## config.mk

```make
export PLATFORM = sky130hd
export DESIGN_NAME = mem_stage
export DESIGN_NICKNAME = d
export VERILOG_FILES = /design/src/rtl/risc_toy_pkg.sv /design/src/rtl/mem_wb_reg.sv /design/src/rtl/mem_stage.sv
export SDC_FILE = /design/constraint.sdc
export NUM_CORES = 1
export LEC_CHECK = 0
export BUFFER_PORTS_ARGS = -buffer_cell sky130_fd_sc_hd__buf_4
export CAP_MARGIN = 40
export CORE_ASPECT_RATIO = 1.5
export CORE_UTILIZATION = 25
export CTS_CLUSTER_SIZE = 16
export DETAILED_ROUTE_END_ITERATION = 6
export SLEW_MARGIN = 20
export SYNTH_ARGS = -nofsm -noshare
export SYNTH_HDL_FRONTEND = slang
export SYNTH_SLANG_ARGS = --single-unit
```

## constraint.sdc

```tcl
create_clock -name CLK -period 1.84 [get_ports CLK]
set_input_delay 0.092 -clock CLK [delete_from_list [all_inputs] [get_ports CLK]]
set_output_delay 0.092 -clock CLK [all_outputs]
set_load 0.01 [all_outputs]
```

## src/rtl/risc_toy_pkg.sv

```systemverilog
// Shared RISC-TOY definitions: opcode constants common to the execute and
// memory stages, plus the memory-stage FSM state type.
package risc_toy_pkg;

  localparam logic [4:0] OP_LD  = 5'd19;
  localparam logic [4:0] OP_LDR = 5'd20;
  localparam logic [4:0] OP_ST  = 5'd21;
  localparam logic [4:0] OP_STR = 5'd22;

  typedef enum logic {
    IDLE   = 1'b0,
    ACCESS = 1'b1
  } mem_state_t;

  function automatic logic op_is_mem(input logic [4:0] op);
    return (op == OP_LD) || (op == OP_LDR) || (op == OP_ST) || (op == OP_STR);
  endfunction

  function automatic logic op_is_load(input logic [4:0] op);
    return (op == OP_LD) || (op == OP_LDR);
  endfunction

endpackage

```

## src/rtl/mem_wb_reg.sv

```systemverilog
// Write-back bundle register. A load retires an instruction; without a load
// the bundle is invalidated but rd/data are kept for the forwarding network.
module mem_wb_reg #(
  parameter int DATA_W = 32
) (
  input  logic              CLK,
  input  logic              RST,
  input  logic              ld,
  input  logic              ld_data,
  input  logic [4:0]        rd_in,
  input  logic [DATA_W-1:0] data_in,
  input  logic              wen_in,
  output logic              wb_valid,
  output logic [4:0]        wb_rd,
  output logic [DATA_W-1:0] wb_data,
  output logic              wb_wen
);

  always_ff @(posedge CLK) begin
    if (RST) begin
      wb_valid <= 1'b0;
      wb_rd    <= '0;
      wb_data  <= '0;
      wb_wen   <= 1'b0;
    end else if (ld) begin
      wb_valid <= 1'b1;
      wb_rd    <= rd_in;
      wb_wen   <= wen_in;
      // stores retire without touching the data word
      if (ld_data) wb_data <= data_in;
    end else begin
      wb_valid <= 1'b0;
      wb_wen   <= 1'b0;
    end
  end

endmodule

```

## src/rtl/mem_stage.sv

```systemverilog
// RISC-TOY memory-access stage: runs the data-memory req/ready handshake for
// loads/stores, stalls upstream meanwhile, and registers the write-back bundle.
//
// state  | meaning
// IDLE   | accepting instructions from execute; no memory request pending
// ACCESS | dmem_req held high until dmem_ready; upstream frozen
module mem_stage
  import risc_toy_pkg::*;
#(
  parameter int ADDR_W = 32,
  parameter int DATA_W = 32
) (
  input  logic              CLK,
  input  logic              RST,
  input  logic              ex_valid,
  input  logic [4:0]        ex_opcode,
  input  logic [31:0]       ex_result,
  input  logic [DATA_W-1:0] ex_store_data,
  input  logic [4:0]        ex_rd,
  input  logic              ex_wen,
  output logic              mem_stall,
  output logic              dmem_req,
  output logic              dmem_we,
  output logic [ADDR_W-1:0] dmem_addr,
  output logic [DATA_W-1:0] dmem_wdata,
  input  logic              dmem_ready,
  input  logic [DATA_W-1:0] dmem_rdata,
  output logic              wb_valid,
  output logic [4:0]        wb_rd,
  output logic [DATA_W-1:0] wb_data,
  output logic              wb_wen
);

  mem_state_t        state, next_state;
  logic [4:0]        rd_q;
  logic              is_load_q;
  logic              is_mem, is_load, accept_mem;
  logic              wb_ld, wb_ld_data, wb_wen_in;
  logic [4:0]        wb_rd_in;
  logic [DATA_W-1:0] wb_data_in;

  assign is_mem     = op_is_mem(ex_opcode);
  assign is_load    = op_is_load(ex_opcode);
  assign accept_mem = (state == IDLE) && ex_valid && is_mem;

  assign mem_stall = !RST && (accept_mem || ((state == ACCESS) && !dmem_ready));

  always_ff @(posedge CLK) begin
    if (RST) state <= IDLE;
    else     state <= next_state;
  end

  always_comb begin
    next_state = state;
    wb_ld      = 1'b0;
    wb_ld_data = 1'b0;
    wb_rd_in   = ex_rd;
    wb_data_in = DATA_W'(ex_result);
    wb_wen_in  = ex_wen;
    case (state)
      IDLE: begin
        if (ex_valid) begin
          if (is_mem) begin
            next_state = ACCESS;
          end else begin
            wb_ld      = 1'b1;
            wb_ld_data = 1'b1;
          end
        end
      end
      ACCESS: begin
        if (dmem_ready) begin
          next_state = IDLE;
          wb_ld      = 1'b1;
          wb_ld_data = is_load_q;
          wb_rd_in   = rd_q;
          wb_data_in = dmem_rdata;
          wb_wen_in  = is_load_q;
        end
      end
      default: next_state = IDLE;
    endcase
  end

  always_ff @(posedge CLK) begin
    if (RST) begin
      dmem_req   <= 1'b0;
      dmem_we    <= 1'b0;
      dmem_addr  <= '0;
      dmem_wdata <= '0;
      rd_q       <= '0;
      is_load_q  <= 1'b0;
    end else if (accept_mem) begin
      dmem_req   <= 1'b1;
      dmem_we    <= !is_load;
      dmem_addr  <= ex_result[ADDR_W-1:0];
      dmem_wdata <= ex_store_data;
      rd_q       <= ex_rd;
      is_load_q  <= is_load;
    end else if ((state == ACCESS) && dmem_ready) begin
      dmem_req <= 1'b0;
    end
  end

  mem_wb_reg #(.DATA_W(DATA_W)) u_wb_reg (
    .CLK      (CLK),
    .RST      (RST),
    .ld       (wb_ld),
    .ld_data  (wb_ld_data),
    .rd_in    (wb_rd_in),
    .data_in  (wb_data_in),
    .wen_in   (wb_wen_in),
    .wb_valid (wb_valid),
    .wb_rd    (wb_rd),
    .wb_data  (wb_data),
    .wb_wen   (wb_wen)
  );

endmodule

```

==> results of run 1 <==
[cells in the mapped netlist, types with 5 or more instances]
| library cell | number |
|---|---|
| mux2i_1 | 5 |
| a211oi_1 | 5 |
| clkbuf_1 | 20 |
| inv_1 | 32 |
| buf_6 | 12 |
| dfxtp_1 | 112 |
| buf_2 | 10 |
| nor3_1 | 32 |
| nand2_1 | 141 |
| a311oi_1 | 13 |
| mux2_2 | 30 |
| a21oi_1 | 78 |
| and3_1 | 5 |
| a311oi_2 | 20 |
[worst max-delay path by stage]
stage          slack (ps)          from  depth (start not counted)              endpoint
6_report               90         state                          4             mem_stall
3_5_place_dp          270  ex_opcode[1]                          6        dmem_wdata[29]
4_1_cts                60         state                          4             mem_stall
3_3_place_gp          310         state                          5   u_wb_reg.wb_data[4]
5_1_grt                10         state                          4             mem_stall
2_1_floorplan         370         state                          6  u_wb_reg.wb_data[13]
[timing repair]
action | 4_1_cts | 5_1_grt
endpoints found under the hold margin | 71 | 0
hold buffers | 71 | 0
setup endpoints to repair | 0 | 0
buffers inserted | 0 | 0
[final cells by class]
class / count / area [µm²] / area share, %
clock inverters: 7 / 127.6 / 1.635
multi-input cells: 352 / 2168 / 27.79
well taps: 252 / 315.3 / 4.040
clock buffers: 9 / 225.2 / 2.886
inverters: 32 / 120.1 / 1.539
flip-flops and latches: 112 / 2242 / 28.73
repair buffers: 310 / 2605 / 33.38
[registers in the layout (all words and copies together), names as in the netlist, 5 cells and up]
register,cells
dmem_addr,32
dmem_wdata,32
u_wb_reg.wb_data,32
rd_q,5
u_wb_reg.wb_rd,5
[per-layer routing]
layer | vias to the layer above | GRT usage [%] | routed length (µm)
met5 | - | 0 | 0
met4 | 0 | 8.639 | 638
met3 | 32 | 4.171 | 912
met2 | 137 | 28.33 | 8416
met1 | 2229 | 18.12 | 6538
li1 | 2398 | - | -
[kinds of logic (layout without fill, tap and decap cells)]
| family | after synthesis | count (layout) |
|---|---|---|
| AND/OR/NAND/NOR | 190 | 190 |
| AO/OA/AOI/OAI | 124 | 124 |
| buffers and inverters | 81 | 358 |
| XOR/XNOR | 1 | 1 |
| multiplexers | 37 | 37 |
| flip-flops | 112 | 112 |
[report_power, final]
group          switching (mW)  internal [mW]
sequential             0.0585           2.53
combinational           0.432          0.549
clock                   0.995           1.35
[critical path: cells and delay by family (launching register included)]
family / cells / cell delay (ps)
flops: 1 / 390
simple gates: 1 / 380
compound gates: 2 / 370
buf+inv: 1 / 160
[per-stage QoR]
stage	hold slack (ps)	std cells	total power, mW
after global routing	0.5834	1074	6.172
final	11.45	1074	5.916
after global placement	314.8	987	3.494
after detailed placement	326.1	987	3.503
after floorplan	200.7	545	3.036
after CTS	5.135	1074	5.997
==> results_dict.tcl, run 1 <==
set metrics [dict create \
    fill_cells 1850 \
    ir_worst_vdd_v 0.0003565 \
    r2r_end "u_wb_reg.wb_rd[2]" \
    yosysSeqAreaShare_pct 46.49 \
    grt_overflow 0 \
    antenna_found_initial 0 \
    drtIter0Drc 218 \
    mappedNetlistNets 656 \
    p_leak_nw 3.257 \
    row_count 61 \
    synth_compound_area_share_pct 19.48 \
    cap_violations 0 \
    fin_area_mm2 0.007804 \
    cts_tree "built" \
    detail_route.wl_per_cell_um 15.37 \
    crit_path_max_fanout 16 \
    rsz0062_at_grt "false" \
    antenna_left 0 \
    initial_utilization_pct 25.79 \
    hold_path_class "primary input to flop" \
    netlist_instances 545 \
    layout_commonest_cell "buf_4" \
    end_kind "output port" \
    powerDensity_mw_per_mm2 758.1 \
    reg2reg_depth 6 \
    synthAdderAreaFrac_pct 0 \
    r2r_start "state" \
    syn_to_final_growth_pct 61.79 \
    ys_top_cells_by_area "dfxtp_1 (46%), nand2_1 (11%), a21oi_1 (8.1%), mux2_2 (7.0%), a311oi_2 (6.2%)" \
    cts_sinks 112 \
    muxShareOfSynthArea_pct 8.508 \
    max_stage_delay_ps 390 \
    hp-start "ex_wen" \
    grt_pass1_wl_mm 24.65 \
    min_period_over_period_pct 95.06 \
    cp.required_ps 1750 \
    synth-xor-area-share_pct 0.1816 \
    core-area_mm2 0.01870 \
    postPlaceCellArea_mm2 0.006740 \
    cp.arrival_ps 1660 \
    synthDominantCellAreaShare_pct 46.49 \
    drv_slew 0 \
    root_buffer "clkbuf_16" \
    worstHoldPathCells 3 \
    vias_per_cell 4.466 \
    cts_resized 0 \
    fin_tns_setup_ps 0 \
    r2r_setup_slack_ps 280 \
    synthFlopType "dfxtp_1" \
    status "completed" \
    worst_slack_ps 90.88 \
    clkLatencyLatePin_ps 360 \
    num_io_pins 217 \
    period_needed_ps 1749 \
    ys_ff_latch 112 \
    postLayoutCoreUtil_pct 41.73 \
    die-height_um 172.1 \
    synth_area_per_cell_um2 8.850 \
    h-tree-depth 3 \
    layout_common_cells "buf_4 (231), nand2_1 (139), dfxtp_1 (112)" \
    setup_viol 0 \
    critPathKind "flop to output port" \
    n_antenna_cell 0 \
    hold_viol_final 0 \
    grt_max_degree 41 \
    die-area_mm2 0.01986 \
    grt_pass1_vias 4645 \
    fp.dieW_um 115.4 \
    synth_top_family_by_area "compound AO/OA/AOI/OAI gates" \
    synth_edf_count 0 \
    min_to "u_wb_reg.wb_wen" \
    cpMaxStageDelayCell "dfxtp_1" \
    drive_above_1_share_pct 38.32 \
    routed_wl_mm 16.51 \
    vias 4796 \
    drc 0 \
    gp_congestion 0.7946 \
    async_reset_ff_share_pct 0 \
    cts_max_path_buffers 2 \
    crit_chain "and4bb_4 > o21ai_4 > a21oi_1 > buf_4" \
    synth.distinct_cells 35 \
    worstSetupStartpointType "flop" \
    preCtsSetupSlack_ps 270.6 \
    drtPass1Iterations 4 \
    fin_skew_ps 6.134 \
    yosys_warnings 0 \
    tightest_slew_ps 578.6 \
    numCtsBuffers 9 \
    synthesis.area_mm2 0.004823 \
    synth-simple-area-share_pct 16.65 \
    grt.total_usage_pct 16.32 \
    synth_area_leader_cell "dfxtp_1" \
    port_buffers 216 \
    relSlewSlack_pct 61.28 \
    nets 928 \
    dp.final_hpwl_mm 11.30 \
    fmax_mhz 571.7 \
    path_clk_slew_ps 80 \
]
Power figures use the tool's default switching activity.
==> inputs of run 2 (changes only) <==
--- a/config.mk
+++ b/config.mk
@@ -8,9 +8,10 @@
 export BUFFER_PORTS_ARGS = -buffer_cell sky130_fd_sc_hd__buf_4
 export CAP_MARGIN = 40
 export CORE_ASPECT_RATIO = 1.5
-export CORE_UTILIZATION = 25
+export CORE_UTILIZATION = 30
 export CTS_CLUSTER_SIZE = 16
 export DETAILED_ROUTE_END_ITERATION = 6
+export HOLD_SLACK_MARGIN = 0.06
 export SLEW_MARGIN = 20
 export SYNTH_ARGS = -nofsm -noshare
 export SYNTH_HDL_FRONTEND = slang
==> run 2 against run 1 <==
Core utilization up 6.9 points. Critical path depth unchanged. Hold slack better by 190 ps. Sequential cell count unchanged. Combinational power down 2%. Sequential share of layout area up 0.65 points. Clock-buffer cell count up 1. Sequential power about the same. Die area down 16%. Clock skew about the same. Largest cell class unchanged. Largest power group unchanged. Highest routed layer unchanged.
==> results_dict.tcl, run 2 (synthesis results as in run 1) <==
set metrics [dict create \
    syn_to_final_growth_pct 58.18 \
    antenna_left 0 \
    cts_sinks 112 \
    min_to "u_wb_reg.wb_wen" \
    die-area_mm2 0.01660 \
    layout_common_cells "buf_4 (228), nand2_1 (139), dfxtp_1 (112)" \
    clkLatencyLatePin_ps 340 \
    hold_path_class "primary input to flop" \
    layout.cells.non_filler 1022 \
    worstSetupStartpointType "flop" \
    drtPass1Iterations 4 \
    grt_max_degree 45 \
    cts_tree "built" \
    n_antenna_cell 0 \
    vias 4898 \
    fill_cells 1497 \
    placed_cells 932 \
    grt_overflow 0 \
    tightest_slew_ps 549.0 \
    cts_max_path_buffers 2 \
    fp.dieW_um 105.5 \
    rsz0062_at_grt "false" \
    relSlewSlack_pct 63.39 \
    drc 0 \
    gp_congestion 0.7537 \
    drtIter0Drc 170 \
    min_period_over_period_pct 92.96 \
    crit_path_max_fanout 11 \
    cp.arrival_ps 1620 \
    critPathKind "flop to output port" \
    r2r_setup_slack_ps 210 \
    drv_slew 0 \
    reg2reg_depth 5 \
    p_leak_nw 3.200 \
    worstHoldPathCells 4 \
    num_io_pins 217 \
    path_clk_slew_ps 80 \
    cp.required_ps 1750 \
    grt_pass1_vias 4862 \
    end_kind "output port" \
    regArea_mm2 0.002242 \
    fin_skew_ps 5.843 \
    status "completed" \
    h-tree-depth 3 \
    grt.total_usage_pct 18.39 \
    nets 925 \
    hp-start "ex_valid" \
    fin_tns_setup_ps 0 \
    root_buffer "clkbuf_16" \
    period_needed_ps 1710 \
    multi_input_comb_area_mm2 0.002181 \
    core-area_mm2 0.01570 \
    row_count 56 \
    powerDensity_mw_per_mm2 709.5 \
    ir_worst_vdd_v 0.0005438 \
    detail_route.wl_per_cell_um 15.54 \
    vias_per_cell 4.793 \
    die-height_um 157.3 \
    numCtsBuffers 9 \
    r2r_end "dmem_addr[7]" \
    initial_utilization_pct 30.73 \
    r2r_start "state" \
    reg_top3 "dmem_addr (32), dmem_wdata (32), u_wb_reg.wb_data (32)" \
    setup_viol 0 \
    drive_above_1_share_pct 37.97 \
    layout_commonest_cell "buf_4" \
    hold_viol_final 0 \
    routed_wl_mm 15.88 \
    port_buffers 216 \
    cap_violations 0 \
    grt_pass1_wl_mm 24.13 \
    dp.final_hpwl_mm 11.06 \
    antenna_found_initial 0 \
    fmax_mhz 584.7 \
]
==> run 2: worst max-delay path, cell delays in order, from the launching register on <==
cell and delay, ps:
dfxtp_1 390, and4bb_4 420, o21ai_4 150, a21oi_2 180, buf_4 140
==> run 2: layout make-up <==
cell class,instances,area share (%)
inverter,32,1.574
timing repair buffer,306,33.45
multi-input combinational,353,28.58
sequential,112,29.39
clock inverter,6,0.6724
tap,203,3.329
clock buffer,10,3.001
==> run 2: worst max-delay path by stage <==
stage | start | slack (ps) | end | cells past startpoint
after global placement | ex_opcode[1] | 230 | dmem_addr[23] | 6
after detailed placement | ex_opcode[1] | 200 | dmem_addr[23] | 6
after global routing | state | 20 | mem_stall | 4
after CTS | state | 10 | mem_stall | 4
final | state | 130 | mem_stall | 4
after floorplan | state | 370 | u_wb_reg.wb_data[13] | 6
==> run 2: routing by layer <==
| metal | part of all wire, % | up-vias | wire, µm | GRT usage [%] |
|---|---|---|---|---|
| li1 | - | 2392 | - | - |
| met1 | 40 | 2317 | 6284 | 19.98 |
| met2 | 52 | 155 | 8271 | 34.21 |
| met3 | 4.6 | 34 | 734 | 3.354 |
| met4 | 3.7 | 0 | 591 | 8.796 |
| met5 | 0 | - | 0 | 0 |
==> run 2: timing repair <==
item,in CTS,in global routing
setup endpoints to repair,0,1
gates resized for setup,0,1
endpoints found under the hold margin,73,0
setup buffers,0,1
hold buffers,72,0
==> run 2: through the flow <==
step	worst slack, ps	cell area (µm²)	util (%)	total power [mW]	hold slack, ps
finish	129.6	7630	48.61	5.413	198.5
global route	17.72	7630	48.61	5.682	200.2
CTS	14.06	7610	48.49	5.489	189.0
detailed placement	199.5	6609	42.11	3.481	323.4
global placement	234.9	6609	42.11	3.462	320.2
floorplan	365.7	4823	-	3.036	200.7
==> run 2: power breakdown <==
group | leakage (nW) | internal [mW] | switching, mW
registers | 0.914 | 2.53 | 0.0627
logic | 2.15 | 0.538 | 0.425
clock network | 0.139 | 0.943 | 0.916
total | 3.20 | 4.01 | 1.40
